**src/rtl/button_pkg.sv**
```systemverilog
// rtl/button_pkg.sv - shared types and default timing constants for the pushbutton front end
//
// Contents:
//   btn_state_t            debouncer FSM state encoding
//   DEBOUNCE_COUNT_12MHZ   10 ms of stable input at 12 MHz
//   LONG_PRESS_COUNT_12MHZ 1 s of accepted press at 12 MHz
package button_pkg;

    typedef enum logic [1:0] {
        IDLE         = 2'd0,
        PRESS_WAIT   = 2'd1,
        PRESSED      = 2'd2,
        RELEASE_WAIT = 2'd3
    } btn_state_t;

    localparam int DEBOUNCE_COUNT_12MHZ   = 120000;
    localparam int LONG_PRESS_COUNT_12MHZ = 12000000;

endpackage

```
**src/rtl/bit_synchronizer.sv**
```systemverilog
// rtl/bit_synchronizer.sv - multi-flop synchronizer for a single asynchronous input pin
//
// Parameters:
//   STAGES  number of flip-flops in the chain (>= 2)
// Ports:
//   clk     destination clock
//   rst_n   synchronous active-low reset, clears every stage to 0
//   d       asynchronous input
//   q       synchronized output (last stage)
module bit_synchronizer #(
    parameter int STAGES = 2
) (
    input  logic clk,
    input  logic rst_n,
    input  logic d,
    output logic q
);

    logic [STAGES-1:0] stages;

    always_ff @(posedge clk) begin
        if (!rst_n) begin
            stages <= '0;
        end else begin
            stages <= {stages[STAGES-2:0], d};
        end
    end

    assign q = stages[STAGES-1];

endmodule

```
**src/rtl/button_debouncer.sv**
```systemverilog
// rtl/button_debouncer.sv - debounced, edge-detecting front end for an active-low pushbutton
//
// Optional feature macro: BUTTON_LONG_PRESS_EN (adds LONG_PRESS_COUNT and the long_press strobe)
// Parameters:
//   DEBOUNCE_COUNT    cycles of stable synchronized input before a press/release is accepted (>= 2)
//   LONG_PRESS_COUNT  cycles of accepted press before long_press fires (>= 2, macro builds only)
//   SYNC_STAGES       synchronizer depth (>= 2)
// Ports:
//   clk            system clock
//   rst_btn        synchronous active-low reset
//   btn            raw active-low pushbutton, asynchronous to clk
//   btn_level      debounced pressed level (1 = pressed)
//   press_pulse    one-cycle strobe per accepted press
//   release_pulse  one-cycle strobe per accepted release
//   long_press     one-cycle strobe, at most once per press (macro builds only)
module button_debouncer
    import button_pkg::*;
#(
    parameter int DEBOUNCE_COUNT   = DEBOUNCE_COUNT_12MHZ,
`ifdef BUTTON_LONG_PRESS_EN
    parameter int LONG_PRESS_COUNT = LONG_PRESS_COUNT_12MHZ,
`endif
    parameter int SYNC_STAGES      = 2
) (
    input  logic clk,
    input  logic rst_btn,
    input  logic btn,
    output logic btn_level,
    output logic press_pulse,
    output logic release_pulse
`ifdef BUTTON_LONG_PRESS_EN
    ,
    output logic long_press
`endif
);

    localparam int              DB_W    = $clog2(DEBOUNCE_COUNT);
    localparam logic [DB_W-1:0] DB_LAST = DB_W'(DEBOUNCE_COUNT - 1);

    logic             pressed_raw;
    logic             sync;
    btn_state_t       state;
    btn_state_t       state_next;
    btn_state_t       prev_state;
    logic [DB_W-1:0]  db_cnt;
    logic             db_done;
    logic             level_d;
    logic             press_d;
    logic             release_d;

    // Invert at the pin so everything downstream is active-high "pressed".
    assign pressed_raw = ~btn;

    bit_synchronizer #(
        .STAGES (SYNC_STAGES)
    ) u_sync (
        .clk   (clk),
        .rst_n (rst_btn),
        .d     (pressed_raw),
        .q     (sync)
    );

    assign db_done = (db_cnt == DB_LAST);

    // State register. prev_state lets the output logic see which edge was
    // just taken, so the strobes stay Moore-style and fully registered.
    always_ff @(posedge clk) begin
        if (!rst_btn) begin
            state      <= IDLE;
            prev_state <= IDLE;
            db_cnt     <= '0;
        end else begin
            state      <= state_next;
            prev_state <= state;
            if (state_next != state) begin
                db_cnt <= '0;
            end else if (state == PRESS_WAIT || state == RELEASE_WAIT) begin
                db_cnt <= db_cnt + DB_W'(1);
            end else begin
                db_cnt <= '0;
            end
        end
    end

    // Next-state logic.
    always_comb begin
        state_next = state;
        case (state)
            IDLE: begin
                if (sync) state_next = PRESS_WAIT;
            end
            PRESS_WAIT: begin
                if (!sync)        state_next = IDLE;
                else if (db_done) state_next = PRESSED;
            end
            PRESSED: begin
                if (!sync) state_next = RELEASE_WAIT;
            end
            RELEASE_WAIT: begin
                if (sync)         state_next = PRESSED;
                else if (db_done) state_next = IDLE;
            end
            default: state_next = IDLE;
        endcase
    end

    // Output decode. A return from RELEASE_WAIT to PRESSED is a bounce and
    // must not re-announce the press, hence the prev_state qualifier.
    always_comb begin
        level_d   = (state == PRESSED) || (state == RELEASE_WAIT);
        press_d   = (state == PRESSED) && (prev_state == PRESS_WAIT);
        release_d = (state == IDLE)    && (prev_state == RELEASE_WAIT);
    end

    always_ff @(posedge clk) begin
        if (!rst_btn) begin
            btn_level     <= 1'b0;
            press_pulse   <= 1'b0;
            release_pulse <= 1'b0;
        end else begin
            btn_level     <= level_d;
            press_pulse   <= press_d;
            release_pulse <= release_d;
        end
    end

`ifdef BUTTON_LONG_PRESS_EN
    localparam int              LP_W    = $clog2(LONG_PRESS_COUNT);
    localparam logic [LP_W-1:0] LP_LAST = LP_W'(LONG_PRESS_COUNT - 1);

    logic [LP_W-1:0] hold_cnt;
    logic            long_fired;
    logic            long_hit;

    // long_fired blocks a second strobe while the saturated count is held,
    // including across release bounces that drop back into PRESSED.
    assign long_hit = (hold_cnt == LP_LAST) && !long_fired;

    always_ff @(posedge clk) begin
        if (!rst_btn) begin
            hold_cnt   <= '0;
            long_fired <= 1'b0;
            long_press <= 1'b0;
        end else begin
            long_press <= long_hit;
            if (state == PRESS_WAIT && state_next == PRESSED) begin
                hold_cnt   <= '0;
                long_fired <= 1'b0;
            end else begin
                if (state == PRESSED && hold_cnt != LP_LAST) begin
                    hold_cnt <= hold_cnt + LP_W'(1);
                end
                if (long_hit) begin
                    long_fired <= 1'b1;
                end
            end
        end
    end
`endif

endmodule

```
**config.mk**
```make
export PLATFORM = sky130hd
export DESIGN_NAME = button_debouncer
export DESIGN_NICKNAME = d
export VERILOG_FILES = /design/src/rtl/button_pkg.sv /design/src/rtl/bit_synchronizer.sv /design/src/rtl/button_debouncer.sv
export SDC_FILE = /design/constraint.sdc
export NUM_CORES = 1
export LEC_CHECK = 0
export BUFFER_PORTS_ARGS = -buffer_cell sky130_fd_sc_hd__buf_2
export CAP_MARGIN = 20
export CORE_ASPECT_RATIO = 0.8
export CORE_UTILIZATION = 61
export DETAILED_ROUTE_END_ITERATION = 12
export PLACE_DENSITY = 0.8
export SETUP_SLACK_MARGIN = 0.1
export SYNTH_ARGS = -nofsm -noshare
export SYNTH_HDL_FRONTEND = slang
export SYNTH_HIERARCHICAL = 1
export SYNTH_SLANG_ARGS = --single-unit
```
**constraint.sdc**
```tcl
create_clock -name clk -period 3.5 [get_ports clk]
set_clock_uncertainty 0.1 [all_clocks]
set_input_delay 0.7 -clock clk [delete_from_list [all_inputs] [get_ports clk]]
set_output_delay 0.7 -clock clk [all_outputs]
set_load 0.005 [all_outputs]
```
==> results by group <==
Global routing
  – Congestion Overflow GR: 0
  – Pin count of the biggest net entering global routing: 17
  – Number of global-route vias before repair: 570
  – First-pass GRT wire length: 2.64 mm
  – Total GRT Usage: 0.211
  – Initial antenna violation count: 0

Synthesis
  – Area leader, netlist: dfxtp_1
  – Synth top area cells: dfxtp_1 (50%), xnor2_1 (11%), nor2_1 (7.2%)
  – #FFs+latches synth: 26
  – Mapped Avg Cell Area: 9.33 sq um
  – Post-synth EDFFs: 0
  – Sequential cell area fraction in the yosys report: 0.502
  – Mux share of post-synthesis cell area: 0
  – Synth Net Count: 115
  – Post-Synth XOR/XNOR Area: 0.135
  – Compound-Gate Fraction of Synth Area: 0.0254
  – Top cell type's share of synthesized area: 0.502
  – Most frequent cell after synthesis: dfxtp_1
  – Yosys warning count: 6
  – Synth Area in Adders: 0.0121
  – Synth Flop Type: dfxtp_1
  – Mapped Cells: 111
  – Asr flop ratio synth: 0
  – Yosys cell types: 20
  – Synth top cells by count: dfxtp_1 (26), nor2_1 (20), xnor2_1 (13)
  – Largest family of logic cells by synthesized area: simple AND/OR/NAND/NOR gates
  – Synth Cell Area: 0.00104 sq mm
  – Post-synthesis simple-gate area fraction: 0.307

Final layout
  – Area growth from synthesis to layout: 7.37%
  – Share of cells above drive strength 1: 0.101
  – Final Non-Filler Cells: between 100 and 150
  – ANT cells: 0
  – Core Util, Final: 0.748
  – Layout Nets: 124

Setup path
  – Crit-path most repeated cell: or4_4
  – Worst Path Max Fanout: 16
  – Worst endpoint data arrival time: approximately 2.2 ns
  – R2R cell count: 4
  – Slowest cell on crit path: or4_4
  – CP Capture Type: flip-flop
  – Critical Path, Cell by Cell: or4_4 -> or4_4 -> o21ai_4 -> nor2_1
  – Crit start category: flip-flop
  – Slowest stage delay, CP: 0.54 ns
  – WP data required: approximately 3.6 ns
  – Crit Path Class: reg2reg

Power
  – Clock Power Share: 0.324
  – P_sw: approximately 84 uW
  – Int Pwr: roughly 360 uW
  – Max IR drop VDD: 0.323 mV
  – Sequential share of power: 0.666
  – Comb pwr share: 0.009
  – Cell area power density: approximately 400 mW/mm^2
  – Switching part of the total power: 0.189
  – Leakage power total: between 0.3 and 0.4 nW

Route
  – Routed WL per cell: between 10 and 15 um
  – Remaining DRCs: 0
  – Antenna Nets Post-Route: 0
  – Drt pass-1 iters: 4
  – DR vias/cell: 5.30
  – Total Wirelength: between 1.5 and 2 mm
  – Routed via count: 742
  – Initial DRC count: 18

CTS
  – Clock Sinks: 26
  – Cts bufs inserted: 3
  – Hold-fix buffers, CTS: 0
  – Worst skew pair latency: 0.31 ns
  – # Post-CTS Setup Buffers: 0
  – CTS resizes: 0
  – Clk slew on worst S/H paths: between 0.1 and 0.15 ns
  – CTS Buffer Depth: 2
  – Root buffer cell: clkbuf_4
  – H-tree level count: 1
  – CTS tree: done

Die
  – Starting Density: 0.697
  – # IOs: 6
  – Die Y: 38.9 um
  – Core Region: between 0.001 and 0.0015 sq mm
  – Die ar.: 0.00187 sq mm
  – Die width: slightly below 50 um
  – FP Rows: 12

STA
  – Final hold violation count: 0
  – Min cycle time layout: about 2.1 ns
  – Actual slew at the worst max-slew pin: 0.435 ns
  – Worst rel slew slack: 0.709
  – Final worst-path cycle share: 0.610
  – RSZ-0062 raised after global routing: false
  – Setup TNS: 0 ns
  – Max-slew violation count: 0
  – Final setup violation count: 0
  – Max frequency: 468 MHz

Place
  – # placed instances: about 140
  – Routability Congestion: 0.785
  – IO buf count: 5
  – HPWL after DPL: about 1.2 mm

Run status
  – Outcome: finished clean

Worst hold path
  – Worst hold path type: reg2reg
  – Hold depth: 1

Job
  – Max cap viols: 0
cell type report:
| type | count | area (sq um) |
|---|---|---|
| repair buffers | 5 | 25.0 |
| fillers | 112 | 374 |
| inverters | 2 | 7.51 |
| multi-input cells | 82 | 497 |
| well taps | 21 | 26.3 |
| flip-flops and latches | 26 | 520 |
| clock buffers | 4 | 36.3 |
sequential cells by signal (all words and copies together), names as in the netlist:
register and cells:
press_pulse 1, u_sync/stages 2, prev_state 2, db_cnt 17, state 2, btn_level 1, release_pulse 1
placed cells by master, fill, tap and decap left out:
master	netlist	routed
xnor2_1	13	13
nand2_1	8	8
and2_1	5	5
clkbuf_8	0	1
o21ai_0	2	2
nand4b_1	1	1
clkbuf_4	0	3
nor4_1	6	6
buf_2	0	5
nand3_1	7	7
ha_1	1	1
nor2_1	20	20
dfxtp_1	26	26
xor2_1	3	3
and3_1	3	3
o21ai_4	1	1
nor3b_1	1	1
nor3_1	4	4
nand4_1	4	4
inv_1	2	2
nand2b_1	1	1
or4_4	2	2
power groups by stage:
stage | registers [mW] | clock network, mW | logic, mW
floorplan | 0.305 | 0 | 0.00198
global placement | 0.305 | 0 | 0.00404
detailed placement | 0.305 | 0 | 0.00413
CTS | 0.298 | 0.151 | 0.00416
global route | 0.299 | 0.160 | 0.00448
finish | 0.298 | 0.145 | 0.00423
worst max-delay path: cells and delay by family (launching register included):
family | cells | cell delay [ns]
simple gates | 3 | 1.18
compound gates | 1 | 0.38
flops | 1 | 0.36
per-layer routing:
layer | GRT usage | wire length [um] | up-vias | part of all wire
met3 | 0.0841 | 62 | 0 | 0.037
met1 | 0.316 | 929 | 338 | 0.56
li1 | - | - | 394 | -
met5 | 0 | 0 | - | 0
met2 | 0.280 | 674 | 10 | 0.40
met4 | 0.0417 | 0 | 0 | 0
logic make-up after synthesis:
group / after synthesis
buf+inv: 3
fa+ha+maj: 1
xor+xnor: 16
flops: 26
compound gates: 3
simple gates: 62
worst paths after layout:
kind	slack, ns	from	endpoint
worst min-delay path	0.33	prev_state[1]	press_pulse
worst max register to register	1.37	db_cnt[11]	db_cnt[2]
worst max-delay path	1.37	db_cnt[11]	db_cnt[2]
worst min register to register	0.33	prev_state[1]	press_pulse
through the flow:
stage	power, mW	worst slack (ns)	instance area [sq um]	hold WS, ns
4_1_cts	0.453	1.36	1110	0.330
3_3_place_gp	0.309	1.42	1080	0.304
6_report	0.447	1.37	1110	0.327
2_1_floorplan	0.307	1.51	1040	0.296
3_5_place_dp	0.309	1.38	1080	0.310
5_1_grt	0.463	1.25	1110	0.344
Power figures use the tool's default switching activity.
